--- src/rtl/uart_time_cmd_rx.sv ---
`default_nettype none
// ============================================================================
// Module  : uart_time_cmd_rx
// Parses "T=HH:MM:SS\n" from a UART byte stream into BCD set-time requests.
// Rev     : 1.0
// ============================================================================
module uart_time_cmd_rx #(
  parameter int CLK_FRE    = 50,
  parameter int TIMEOUT_MS = 100
) (
  input  logic       clk,
  input  logic       rst_n,
  input  logic [7:0] rx_data_i,
  input  logic       rx_data_valid_i,
  output logic       rx_data_ready_o,
  output logic [7:0] set_hour_o,
  output logic [7:0] set_min_o,
  output logic [7:0] set_sec_o,
  output logic       set_valid_o,
  input  logic       set_ready_i,
  output logic       cmd_err_o
);

  localparam int                 C_TIMEOUT_CNT = CLK_FRE * 1000 * TIMEOUT_MS;
  localparam int                 C_CNT_W       = $clog2(C_TIMEOUT_CNT + 1);
  localparam logic [C_CNT_W-1:0] C_CNT_LAST    = C_CNT_W'(C_TIMEOUT_CNT - 1);
  localparam logic [7:0]         C_LF          = 8'h0A;
  localparam logic [7:0]         C_CR          = 8'h0D;

  typedef enum logic [3:0] {
    S_IDLE, S_EQ, S_H1, S_H0, S_C1, S_M1, S_M0, S_C2, S_S1, S_S0, S_EOL,
    S_HOLD, S_DISCARD
  } state_t;

  state_t             state_q, state_d;
  logic [7:0]         hour_q, hour_d, min_q, min_d, sec_q, sec_d;
  logic [C_CNT_W-1:0] cnt_q, cnt_d;
  logic [7:0]         set_hour_q, set_min_q, set_sec_q;
  logic               set_valid_q, cmd_err_q, rx_ready_q;
  logic               err_d;

  logic               w_accept, w_parse, w_count, w_ok, w_digit;
  state_t             w_nxt;

  assign w_accept = rx_data_valid_i && rx_ready_q;
  assign w_digit  = (rx_data_i >= 8'h30) && (rx_data_i <= 8'h39);
  assign w_parse  = state_q inside {S_EQ, S_H1, S_H0, S_C1, S_M1, S_M0,
                                    S_C2, S_S1, S_S0, S_EOL};
  assign w_count  = w_parse || (state_q == S_DISCARD);

  always_comb begin
    w_ok  = 1'b0;
    w_nxt = S_IDLE;
    case (state_q)
      S_EQ:  begin w_ok = (rx_data_i == 8'h3D); w_nxt = S_H1; end
      S_H1:  begin w_ok = (rx_data_i >= 8'h30) && (rx_data_i <= 8'h32); w_nxt = S_H0; end
      S_H0:  begin
        w_ok  = w_digit && ((hour_q[7:4] != 4'd2) || (rx_data_i <= 8'h33));
        w_nxt = S_C1;
      end
      S_C1:  begin w_ok = (rx_data_i == 8'h3A); w_nxt = S_M1; end
      S_M1:  begin w_ok = (rx_data_i >= 8'h30) && (rx_data_i <= 8'h35); w_nxt = S_M0; end
      S_M0:  begin w_ok = w_digit; w_nxt = S_C2; end
      S_C2:  begin w_ok = (rx_data_i == 8'h3A); w_nxt = S_S1; end
      S_S1:  begin w_ok = (rx_data_i >= 8'h30) && (rx_data_i <= 8'h35); w_nxt = S_S0; end
      S_S0:  begin w_ok = w_digit; w_nxt = S_EOL; end
      S_EOL: begin
        w_ok  = (rx_data_i == C_CR) || (rx_data_i == C_LF);
        w_nxt = (rx_data_i == C_LF) ? S_HOLD : S_EOL;
      end
      default: ;
    endcase
  end

  always_comb begin
    state_d = state_q;
    err_d   = 1'b0;
    hour_d  = hour_q;
    min_d   = min_q;
    sec_d   = sec_q;
    cnt_d   = cnt_q;

    if (w_accept) begin
      if (state_q == S_IDLE) begin
        if (rx_data_i == 8'h54) state_d = S_EQ;
      end else if (state_q == S_DISCARD) begin
        if (rx_data_i == C_LF) state_d = S_IDLE;
      end else if (w_parse) begin
        if (w_ok) begin
          state_d = w_nxt;
          // ASCII digits 0x30..0x39 carry their value in the low nibble
          case (state_q)
            S_H1:    hour_d[7:4] = rx_data_i[3:0];
            S_H0:    hour_d[3:0] = rx_data_i[3:0];
            S_M1:    min_d[7:4]  = rx_data_i[3:0];
            S_M0:    min_d[3:0]  = rx_data_i[3:0];
            S_S1:    sec_d[7:4]  = rx_data_i[3:0];
            S_S0:    sec_d[3:0]  = rx_data_i[3:0];
            default: ;
          endcase
        end else begin
          err_d   = 1'b1;
          state_d = (rx_data_i == C_LF) ? S_IDLE : S_DISCARD;
        end
      end
    end else if (w_count && (cnt_q >= C_CNT_LAST)) begin
      state_d = S_IDLE;
      err_d   = w_parse;
    end

    if ((state_q == S_HOLD) && set_ready_i) state_d = S_IDLE;

    if (w_accept || (state_d == S_IDLE)) cnt_d = '0;
    else if (w_count)                    cnt_d = cnt_q + C_CNT_W'(1);
  end

  always_ff @(posedge clk or negedge rst_n) begin
    if (!rst_n) begin
      state_q     <= S_IDLE;
      hour_q      <= 8'h00;
      min_q       <= 8'h00;
      sec_q       <= 8'h00;
      cnt_q       <= '0;
      set_hour_q  <= 8'h00;
      set_min_q   <= 8'h00;
      set_sec_q   <= 8'h00;
      set_valid_q <= 1'b0;
      cmd_err_q   <= 1'b0;
      rx_ready_q  <= 1'b1;
    end else begin
      state_q     <= state_d;
      hour_q      <= hour_d;
      min_q       <= min_d;
      sec_q       <= sec_d;
      cnt_q       <= cnt_d;
      cmd_err_q   <= err_d;
      set_valid_q <= (state_d == S_HOLD);
      rx_ready_q  <= (state_d != S_HOLD);
      if ((state_d == S_HOLD) && (state_q != S_HOLD)) begin
        set_hour_q <= hour_q;
        set_min_q  <= min_q;
        set_sec_q  <= sec_q;
      end
    end
  end

  assign rx_data_ready_o = rx_ready_q;
  assign set_hour_o      = set_hour_q;
  assign set_min_o       = set_min_q;
  assign set_sec_o       = set_sec_q;
  assign set_valid_o     = set_valid_q;
  assign cmd_err_o       = cmd_err_q;

endmodule
`default_nettype wire

--- config.mk ---
export PLATFORM = sky130hd
export DESIGN_NAME = uart_time_cmd_rx
export DESIGN_NICKNAME = d
export VERILOG_FILES = /design/src/rtl/uart_time_cmd_rx.sv
export SDC_FILE = /design/constraint.sdc
export NUM_CORES = 1
export LEC_CHECK = 0
export ABC_AREA = 1
export ABC_CLOCK_PERIOD_IN_PS = 1980
export BUFFER_PORTS_ARGS = -buffer_cell sky130_fd_sc_hd__buf_2
export CAP_MARGIN = 20
export CORE_MARGIN = 5
export CORE_UTILIZATION = 48
export DETAILED_ROUTE_END_ITERATION = 8
export GPL_TIMING_DRIVEN = 0
export PLACE_DENSITY = 0.73
export SLEW_MARGIN = 20
export SYNTH_ARGS = -nofsm -noshare
export SYNTH_HDL_FRONTEND = slang
export SYNTH_SLANG_ARGS = --single-unit
--- constraint.sdc ---
create_clock -name clk -period 1.98 [get_ports clk]
set_input_delay 0.099 -clock clk [delete_from_list [all_inputs] [get_ports clk]]
set_output_delay 0.099 -clock clk [all_outputs]
set_load 0.005 [all_outputs]
==> results of run 1 <==
final cells by class:
class	count	area [µm²]	area share [%]
Tap cell	108	135.1	2.510
Buffer	11	97.59	1.813
Timing Repair Buffer	76	570.5	10.60
Clock buffer	9	123.9	2.301
Sequential cell	78	1959	36.40
Inverter	69	274.0	5.091
Clock inverter	7	102.6	1.906
Multi-Input combinational cell	380	2120	39.38
per-layer routing:
layer	routed length (µm)	track usage [%]	up-vias
li1	-	-	1910
met5	0	0	-
met3	602	4.533	15
met1	4759	27.39	1845
met2	4793	30.69	117
met4	169	5.677	0
repair_timing:
action                                  CTS  global route
pin swaps                                18            20
endpoints found under the setup margin   63            75
resized for setup                        52            50
hold endpoints to repair                 77             0
cloned                                    4             1
buffers inserted                         23             8
hold buffers                              1             0
cell usage in the layout, fill, tap and decap left out, types with 6 or more instances in the layout:
cell type	Yosys	final
nand3_2	2	7
dfrtp_1	77	72
clkbuf_8	0	9
inv_1	65	59
o21ai_0	27	22
inv_2	4	6
buf_6	2	15
nor3_1	12	10
buf_2	2	37
nand2_1	151	120
nor2_1	66	51
buf_4	4	27
xor2_1	18	18
nand2_2	8	30
nand4_1	37	37
nand3_1	25	19
nand2_4	1	10
nor2_2	3	15
cells by family (layout without fill, tap and decap cells):
| logic type | after synthesis | count (layout) | share of synthesized area [%] |
|---|---|---|---|
| buffers and inverters | 81 | 172 | 8.090 |
| xor gates and xnor gates | 22 | 22 | 4.631 |
| AOI/OAI and AO/OA | 43 | 43 | 5.865 |
| adders and majority gates | 1 | 1 | 0.3007 |
| DFF | 78 | 78 | 46.95 |
| and+or+nand+nor | 313 | 313 | 33.92 |
| muxes | 1 | 1 | 0.2406 |
worst max path at each step:
stage / from / to / slack [ns]
floorplan: state_q[2] / set_hour_o[0] / -0.05
global placement: state_q[1] / set_min_o[1] / -0.43
detailed placement: state_q[1] / set_sec_o[7] / -0.45
CTS: state_q[0] / set_min_o[2] / -0.31
global route: state_q[0] / sec_q[4] / -0.54
finish: cnt_q[0] / set_min_o[5] / -0.38
worst max-delay path, delay by kind of cell (launching register included):
| kind | cells | cell delay [ns] |
|---|---|---|
| flip-flops | 1 | 0.40 |
| buffers and inverters | 3 | 0.48 |
| AND/OR/NAND/NOR | 10 | 1.01 |
| adder cells (fa/ha/maj) | 1 | 0.23 |
| AO/OA/AOI/OAI | 1 | 0.15 |
power breakdown:
group          leakage (nW)  internal (W)  total, W  switching [W]
clock                 0.117      0.000730   0.00138       0.000650
sequential             1.05       0.00176   0.00194       0.000175
combinational          1.49      0.000931   0.00233        0.00140
total                  2.66       0.00342   0.00565        0.00222
stage by stage:
| step | TNS [ns] | power (W) | cells | util, % |
|---|---|---|---|---|
| global placement | -18.17 | 0.003499 | 685 | 52.66 |
| finish | -18.45 | 0.005648 | 738 | 62.64 |
| CTS | -14.31 | 0.005421 | 729 | 60.13 |
| global route | -28.20 | 0.005977 | 738 | 62.64 |
| detailed placement | -19.16 | 0.003545 | 686 | 53.01 |
| floorplan | -1.900 | 0.003094 | 539 | - |
sequential cells by signal (all words and copies together), names as in the netlist:
register,count
sec_q,8
set_hour_o,8
set_sec_o,8
rx_data_ready_o,1
state_q,4
cnt_q,23
min_q,8
set_valid_o,1
cmd_err_o,1
hour_q,8
set_min_o,8
==> flow_metrics.env, run 1 <==
export IMPL_rr_worst_depth=15
export IMPL_start_util_pct=48.41
export IMPL_nets=638
export IMPL_num_rows=34
export IMPL_drive_gt1_share_pct=30.48
export IMPL_cap_viol_max_count=0
export IMPL_synth_enable_flop_cells=0
export IMPL_critPathKind="register to register"
export IMPL_wl_per_cell_um=13.99
export IMPL_worst_ep_required_time_ns=2.24
export IMPL_ff2ff_setup_slack_ns=-0.38
export IMPL_track_usage_pct=19.64
export IMPL_grt_pass1_vias=3557
export IMPL_synth_yosys_warnings=0
export IMPL_root_buffer="clkbuf_8"
export IMPL_hold_viol_final=0
export IMPL_finalCriticalPeriod_ns=2.365
export IMPL_drtIter0Drc=229
export IMPL_ioPinCount=39
export IMPL_dr_pass1_iters=5
export IMPL_fmax_ghz=0.4229
export IMPL_synthesis_nets=552
export IMPL_core_um2=8593
export IMPL_setup_worst_path_end_class="register"
export IMPL_setup_slack_ns=-0.3846
export IMPL_final_max_slew_viol_count=0
export IMPL_holdWs_ns=0.1555
export IMPL_drtAntennaViolNets=0
export IMPL_synth_most_common_cell="nand2_1"
export IMPL_vias=3887
export IMPL_path_clk_slew_ns=0.09
export IMPL_ys_types=35
export IMPL_crit_chain="ha_1 > nand3_1 > nor2_1 > nand3_1 > nand4_1 > buf_4 > a21oi_1 > nand2_2 > inv_2 > nand2_2 > nor2_8 > nand4_4 > buf_4 > nand2_1 > nand2_1"
export IMPL_leakage_nw=2.656
export IMPL_ys_seq_area_share_pct=46.95
export IMPL_cts_buffer_depth=2
export IMPL_crit_path_max_fanout=7
export IMPL_place_congestion=0.8687
export IMPL_finClkSkew_ns=0.01938
export IMPL_fillers=735
export IMPL_relSlewSlack_pct=63.56
export IMPL_antenna_found_initial=0
export IMPL_worst_slew_pin_slew_ns=0.5446
export IMPL_cts_tree="done"
export IMPL_synth_top_cell_by_area="dfrtp_1"
export IMPL_rsz0062_at_grt="yes"
export IMPL_drt_wl_total_um=10330
export IMPL_r2r_start="cnt_q[0]"
export IMPL_stdcell_area_um2=5383
export IMPL_route_detailed_drc=0
export IMPL_slowest_delay_ns=0.40
export IMPL_grt_pass1_wl_um=16440
export IMPL_htree_levels=3
export IMPL_synth_seq_cells=78
export IMPL_numPortBuffers=38
export IMPL_clk_latency_ns=0.36
export IMPL_dieHeight_um=103.1
export IMPL_critPathArrivalTime_ns=2.62
export IMPL_finalSetupViolCount=57
export IMPL_async_reset_ff_share_pct=100.0
export IMPL_placed_area_um2=4556
export IMPL_vias_per_cell=5.267
export IMPL_clock_sinks=78
export IMPL_die_x_um=103.1
export IMPL_synth_main_ff_cell="dfrtp_1"
export IMPL_synth_top_area_share_pct=46.32
export IMPL_start_kind="register"
export IMPL_die_area_um2=10630
export IMPL_status="finished with violations"
export IMPL_detailed_place_hpwl_um=6756
export IMPL_pwr_density_cell_nw_per_um2=1049
export IMPL_dp_slack_ns=-0.4503
export IMPL_syn_to_final_growth_pct=29.38
export IMPL_grt_max_degree=62
export IMPL_slowest_stage="dfrtp_1"
export IMPL_synth_top_cells_by_area="dfrtp_1, nand2_1, nor2_1"
export IMPL_r2r_end="set_min_o[5]"
export IMPL_period_share_pct=119.4
export IMPL_vdd_drop_max_mv=0.4444
export IMPL_violations="negative setup slack"
export IMPL_synth_area_per_cell_um2=7.718
export IMPL_antenna_cells=0
export IMPL_grt_overflow_total=0
export IMPL_hp_class="primary input to async pin"
export IMPL_cts_made_buffers=9
export IMPL_syn_cell_area_um2=4160
export IMPL_synthCells=539
export IMPL_synthTopCellsByCount="nand2_1, dfrtp_1, nor2_1, inv_1, nand4_1"
(Power assumes the default switching activity.)
==> run 2: changes to the inputs <==
--- a/config.mk
+++ b/config.mk
@@ -11,6 +11,7 @@
 export CAP_MARGIN = 20
 export CORE_MARGIN = 5
 export CORE_UTILIZATION = 48
+export CTS_BUF_LIST = sky130_fd_sc_hd__clkbuf_16
 export DETAILED_ROUTE_END_ITERATION = 8
 export GPL_TIMING_DRIVEN = 0
 export PLACE_DENSITY = 0.73
==> run 2 against run 1 <==
- sequential share of layout area decreased by 1.8 points
- total power increased by 17%
- highest routed layer unchanged
- register-to-register slack got worse by 0.09 ns
- the flow still finishes with violations (negative setup slack)
- global-route usage increased by 1.2 points
- core utilization increased by 3.2 points
- worst setup slack got worse by 0.086 ns
- routed wire length increased by 13%
==> flow_metrics.env, run 2 (same netlist as run 1, synthesis figures left out) <==
export IMPL_drtIter0Drc=258
export IMPL_status="finished with violations"
export IMPL_drive_gt1_share_pct=31.73
export IMPL_rsz0062_at_grt="yes"
export IMPL_antenna_cells=0
export IMPL_core_um2=8593
export IMPL_num_rows=34
export IMPL_pwr_share_clk_pct=27.7
export IMPL_setup_tns_final_ns=-23.96
export IMPL_drtAntennaViolNets=0
export IMPL_switchingPower_w=0.002535
export IMPL_cap_viol_max_count=0
export IMPL_setup_worst_path_end_class="register"
export IMPL_worst_ep_required_time_ns=2.19
export IMPL_die_area_um2=10630
export IMPL_vias_per_cell=5.410
export IMPL_crit_family="simple AND/OR/NAND/NOR gates"
export IMPL_grt_pass1_vias=3676
export IMPL_path_clk_slew_ns=0.06
export IMPL_violations="negative setup slack"
export IMPL_nets=651
export IMPL_crit_path_max_fanout=6
export IMPL_final_common_cell="nand2_1"
export IMPL_dr_pass1_iters=5
export IMPL_grt_overflow_total=0
export IMPL_start_util_pct=48.41
export IMPL_switching_share_pct=38.31
export IMPL_finClkSkew_ns=0.01169
export IMPL_p_seq_share_pct=29.2
export IMPL_comb_power_share_pct=43.0
export IMPL_numPortBuffers=38
export IMPL_finalCriticalPeriod_ns=2.451
export IMPL_detailed_place_hpwl_um=6756
export IMPL_final_max_slew_viol_count=0
export IMPL_critPathKind="register to register"
export IMPL_die_x_um=103.1
export IMPL_vias=4063
export IMPL_grt_pass1_wl_um=17260
export IMPL_fmax_ghz=0.4080
export IMPL_dieHeight_um=103.1
export IMPL_cts_buffer_depth=2
export IMPL_critPathArrivalTime_ns=2.67
export IMPL_crit_top_cell="inv_1"
export IMPL_stdcell_count=751
export IMPL_period_share_pct=123.8
export IMPL_clock_sinks=78
export IMPL_wl_per_cell_um=15.58
export IMPL_track_usage_pct=20.85
export IMPL_crit_chain="buf_6 > nand2_4 > inv_2 > o21ai_2 > nand2_2 > buf_4 > nor2_2 > inv_1 > nor3_1 > inv_1 > nand2_1 > o21ai_0"
export IMPL_route_detailed_drc=0
export IMPL_drt_wl_total_um=11700
export IMPL_antenna_found_initial=0
export IMPL_final_cell_mix="nand2_1, dfrtp_1, inv_1, nor2_1"
export IMPL_ioPinCount=39
export IMPL_root_buffer="clkbuf_16"
export IMPL_relSlewSlack_pct=67.02
export IMPL_hold_viol_final=0
export IMPL_setup_slack_ns=-0.4711
export IMPL_slowest_delay_ns=0.48
export IMPL_internal_power_w=0.004081
export IMPL_finalSetupViolCount=71
export IMPL_place_congestion=0.8687
export IMPL_largest_reg_flops=23
export IMPL_start_kind="register"
export IMPL_regMostFlops="cnt_q"
export IMPL_hp_class="primary input to async pin"
export IMPL_pwr_density_cell_nw_per_um2=1169
export IMPL_leakage_nw=2.800
export IMPL_syn_to_final_growth_pct=36.00
export IMPL_dp_cells=686
export IMPL_vdd_drop_max_mv=0.5474
export IMPL_cts_tree="done"
export IMPL_cts_made_buffers=9
export IMPL_grt_max_degree=62
export IMPL_worst_slew_pin_slew_ns=0.4947
export IMPL_slowest_stage="dfrtp_2"
export IMPL_ff2ff_setup_slack_ns=-0.47
export IMPL_htree_levels=3
export IMPL_clk_latency_ns=0.34
export IMPL_critical_path_buf_inv_count=5
-- run 2: timing repair --
action                     CTS  global route
hold endpoints to repair    77             0
gates cloned                 3             1
setup buffers               35            10
pin swaps                   19            19
setup endpoints to repair   62            75
gates resized for setup     54            59
hold buffers                 1             0
-- run 2: through the flow --
step	cell area (µm²)	hold slack [ns]	setup slack, ns	util (%)	total power, W
after global routing	5658	0.2015	-0.5935	65.84	0.006905
after CTS	5373	0.1842	-0.2776	62.52	0.006081
after global placement	4526	0.4521	-0.4265	52.66	0.003499
after detailed placement	4556	-0.002598	-0.4503	53.01	0.003545
after floorplan	4200	-0.1966	-0.05049	-	0.003094
final	5658	0.1779	-0.4711	65.84	0.006616
-- run 2: layout make-up --
cell class / count / area [µm²]
Tap cell: 108 / 135.1
Buffer: 11 / 108.9
Clock buffer: 9 / 225.2
Inverter: 69 / 274.0
Sequential cell: 78 / 1958
Timing Repair Buffer: 89 / 684.4
Multi-Input combinational cell: 380 / 2170
Clock inverter: 7 / 102.6
Fill cell: 672 / 2935
-- run 2: power by group through the flow --
stage,sequential [W],clock (W),combinational [W]
after floorplan,0.00191,0,0.00118
after global placement,0.00193,0,0.00157
after detailed placement,0.00194,0,0.00161
after CTS,0.00193,0.00185,0.00231
after global routing,0.00195,0.00193,0.00302
final,0.00193,0.00183,0.00285
-- run 2: worst register-to-register path, delay by kind of cell (launching register included) --
kind | cells | cell delay, ns
flip-flops | 1 | 0.48
AND/OR/NAND/NOR | 5 | 0.89
AO/OA/AOI/OAI | 2 | 0.24
buffers and inverters | 5 | 0.72
-- run 2: final timing paths --
check	startpoint	depth (start not counted)	endpoint
worst max-delay path	state_q[0]	12	min_q[6]
worst min-delay path	rst_n	2	cnt_q[13]
worst max register to register	state_q[0]	12	min_q[6]
worst min register to register	set_min_o[0]	2	set_min_o[0]
max in group asynchronous	rst_n	3	rx_data_ready_o
min in group clk	set_ready_i	4	state_q[1]
-- run 2: per-layer routing --
metal	vias to the layer above	track usage, %	wire length, µm
met4	0	7.769	564
met1	1922	28.17	4897
met2	159	33.25	5577
li1	1935	-	-
met5	-	0	0
met3	47	4.127	660
==> run 3: changes to the inputs <==
--- a/config.mk
+++ b/config.mk
@@ -7,14 +7,14 @@
 export LEC_CHECK = 0
 export ABC_AREA = 1
 export ABC_CLOCK_PERIOD_IN_PS = 1980
-export BUFFER_PORTS_ARGS = -buffer_cell sky130_fd_sc_hd__buf_2
 export CAP_MARGIN = 20
 export CORE_MARGIN = 5
 export CORE_UTILIZATION = 48
-export CTS_BUF_LIST = sky130_fd_sc_hd__clkbuf_16
+export CTS_BUF_LIST = sky130_fd_sc_hd__clkbuf_8 sky130_fd_sc_hd__clkbuf_16
 export DETAILED_ROUTE_END_ITERATION = 8
+export DONT_BUFFER_PORTS = 1
 export GPL_TIMING_DRIVEN = 0
-export PLACE_DENSITY = 0.73
+export PLACE_DENSITY = 0.69
 export SLEW_MARGIN = 20
 export SYNTH_ARGS = -nofsm -noshare
 export SYNTH_HDL_FRONTEND = slang
==> run 3 against run 2 <==
- the flow still finishes with violations (negative setup slack)
- maximum frequency up 0.70%
- clock power down 43%
- routed wire length down 12%
- die area unchanged
- count of clock-buffer cells in the layout unchanged
- combinational power down 21%
- cell count down 7.2%
- first-iteration DRC count down 32%
- worst setup slack better by 0.017 ns
- clock skew up 0.0024 ns
- sequential share of layout area up 3.3 points
- core utilization down 5.8 points
- critical endpoint is now set_min_o[1]
==> flow_metrics.env, run 3 (same netlist as run 1, synthesis figures left out) <==
export IMPL_finalSetupViolCount=70
export IMPL_grt_pass1_wl_um=16320
export IMPL_root_buffer="clkbuf_8"
export IMPL_worst_slew_pin_slew_ns=0.5637
export IMPL_critical_path_buf_inv_count=3
export IMPL_cts_made_buffers=9
export IMPL_dp_slack_ns=-0.4318
export IMPL_fmax_ghz=0.4108
export IMPL_largest_reg_flops=23
export IMPL_leakage_nw=2.439
export IMPL_finClkSkew_ns=0.01413
export IMPL_vdd_drop_max_mv=0.4517
export IMPL_syn_to_final_growth_pct=24.06
export IMPL_status="finished with violations"
export IMPL_wl_per_cell_um=14.81
export IMPL_slowest_delay_ns=0.49
export IMPL_ioPinCount=39
export IMPL_dr_pass1_iters=5
export IMPL_route_detailed_drc=0
export IMPL_final_max_slew_viol_count=0
export IMPL_critPathArrivalTime_ns=2.68
export IMPL_grt_overflow_total=0
export IMPL_final_cell_mix="nand2_1, dfrtp_1, inv_1, nor2_1, nand4_1"
export IMPL_crit_top_cell="nand2_2"
export IMPL_die_x_um=103.1
export IMPL_cts_tree="done"
export IMPL_hp_class="primary input to register"
export IMPL_period_share_pct=122.9
export IMPL_die_area_um2=10630
export IMPL_grt_max_degree=79
export IMPL_core_um2=8593
export IMPL_vias_per_cell=5.303
export IMPL_crit_chain="inv_4 > nand2_1 > nor2_2 > nor2_2 > nand2_1 > nand2_2 > nand2_4 > buf_4 > nor2_4 > o21ai_1 > nand2_1 > nand2_2 > nand2_4 > nor2_8 > nand4_4 > buf_6 > nand2_2 > nand2_2"
export IMPL_setup_tns_final_ns=-23.05
export IMPL_antenna_cells=0
export IMPL_clk_latency_ns=0.35
export IMPL_slowest_stage="dfrtp_2"
export IMPL_clock_sinks=78
export IMPL_final_common_cell="nand2_1"
export IMPL_crit_family="simple AND/OR/NAND/NOR gates"
export IMPL_violations="negative setup slack"
export IMPL_cts_buffer_depth=2
export IMPL_start_kind="register"
export IMPL_rsz0062_at_grt="yes"
export IMPL_start_util_pct=48.41
export IMPL_stdcell_area_um2=5161
export IMPL_numPortBuffers=0
export IMPL_regMostFlops="cnt_q"
export IMPL_detailed_place_hpwl_um=6833
export IMPL_finalCriticalPeriod_ns=2.434
export IMPL_drt_wl_total_um=10320
export IMPL_drtAntennaViolNets=0
export IMPL_setup_worst_path_end_class="register"
export IMPL_critPathKind="register to register"
export IMPL_path_clk_slew_ns=0.08
export IMPL_num_rows=34
export IMPL_nets=598
export IMPL_relSlewSlack_pct=62.42
export IMPL_track_usage_pct=19.59
export IMPL_setup_slack_ns=-0.4540
export IMPL_final_util_pct=60.06
export IMPL_htree_levels=3
export IMPL_crit_path_max_fanout=7
export IMPL_vias=3696
export IMPL_place_congestion=0.9089
export IMPL_cap_viol_max_count=0
export IMPL_drive_gt1_share_pct=25.98
export IMPL_antenna_found_initial=0
export IMPL_placed_area_um2=4335
export IMPL_drtIter0Drc=175
export IMPL_pwr_density_cell_nw_per_um2=1024
export IMPL_dieHeight_um=103.1
export IMPL_hold_viol_final=0
export IMPL_grt_pass1_vias=3420
export IMPL_worst_ep_required_time_ns=2.23
run 3: changes by cell type in the layout (fill, tap and decap cells not counted), moves of 4 or more:
cell,before,now
nand3_2,8,4
buf_4,37,25
clkbuf_16,9,1
nand2_2,26,33
nand2_1,120,112
buf_2,37,0
clkbuf_8,0,9
run 3: area by class of cell:
| cell class | count | area (µm²) |
|---|---|---|
| buffer | 11 | 97.59 |
| clock buffer | 9 | 123.9 |
| clock inverter | 6 | 38.79 |
| fill | 772 | 3432 |
| inverter | 69 | 270.3 |
| multi-input combinational | 380 | 2181 |
| sequential | 78 | 1958 |
| tap | 108 | 135.1 |
| timing repair buffer | 36 | 356.6 |
run 3: through the flow:
step | std cells | hold slack, ns | total power, W
finish | 697 | 0.04367 | 0.005284
global placement | 647 | -0.1940 | 0.003404
floorplan | 539 | -0.1966 | 0.003094
global route | 697 | 0.03859 | 0.005597
CTS | 685 | 0.01489 | 0.004835
detailed placement | 647 | -0.1942 | 0.003429
run 3: what timing repair did:
item | 4_1_cts | 5_1_grt
buffers inserted | 21 | 10
gates resized for setup | 36 | 72
pin swaps | 15 | 25
hold buffers | 2 | 0
setup endpoints to repair | 60 | 75
gates cloned | 1 | 2
endpoints found under the hold margin | 78 | 0
run 3: power breakdown:
part           leakage (nW)  switching [W]  internal [W]
Combinational          1.30        0.00139      0.000874
Sequential             1.06       0.000204       0.00176
Clock                0.0813       0.000608      0.000446
Total                  2.44        0.00220       0.00308
run 3: path summary, 6_finish.rpt:
| path | from | to | slack, ns | cells after the start |
|---|---|---|---|---|
| setup / recovery | state_q[3] | set_min_o[1] | -0.45 | 18 |
| hold / removal | set_ready_i | state_q[1] | 0.04 | 3 |
| setup reg to reg | state_q[3] | set_min_o[1] | -0.45 | 18 |
| hold reg to reg | min_q[3] | min_q[3] | 0.50 | 2 |
| max in group asynchronous | rst_n | state_q[3] | 1.35 | 2 |
| min in group asynchronous | rst_n | set_hour_o[7] | 0.32 | 2 |
run 3: metal layers:
layer,up-vias,part of all wire (%),GRT usage (%)
li1,1819,-,-
met1,1773,46,27.04
met2,91,48,31.03
met3,13,4.7,4.465
met4,0,1.4,5.478
met5,-,0,0
run 3: tightest hold or removal path, delay by kind of cell:
kind	cells	cell delay [ns]
buffers and inverters	1	0.06
AND/OR/NAND/NOR	2	0.20
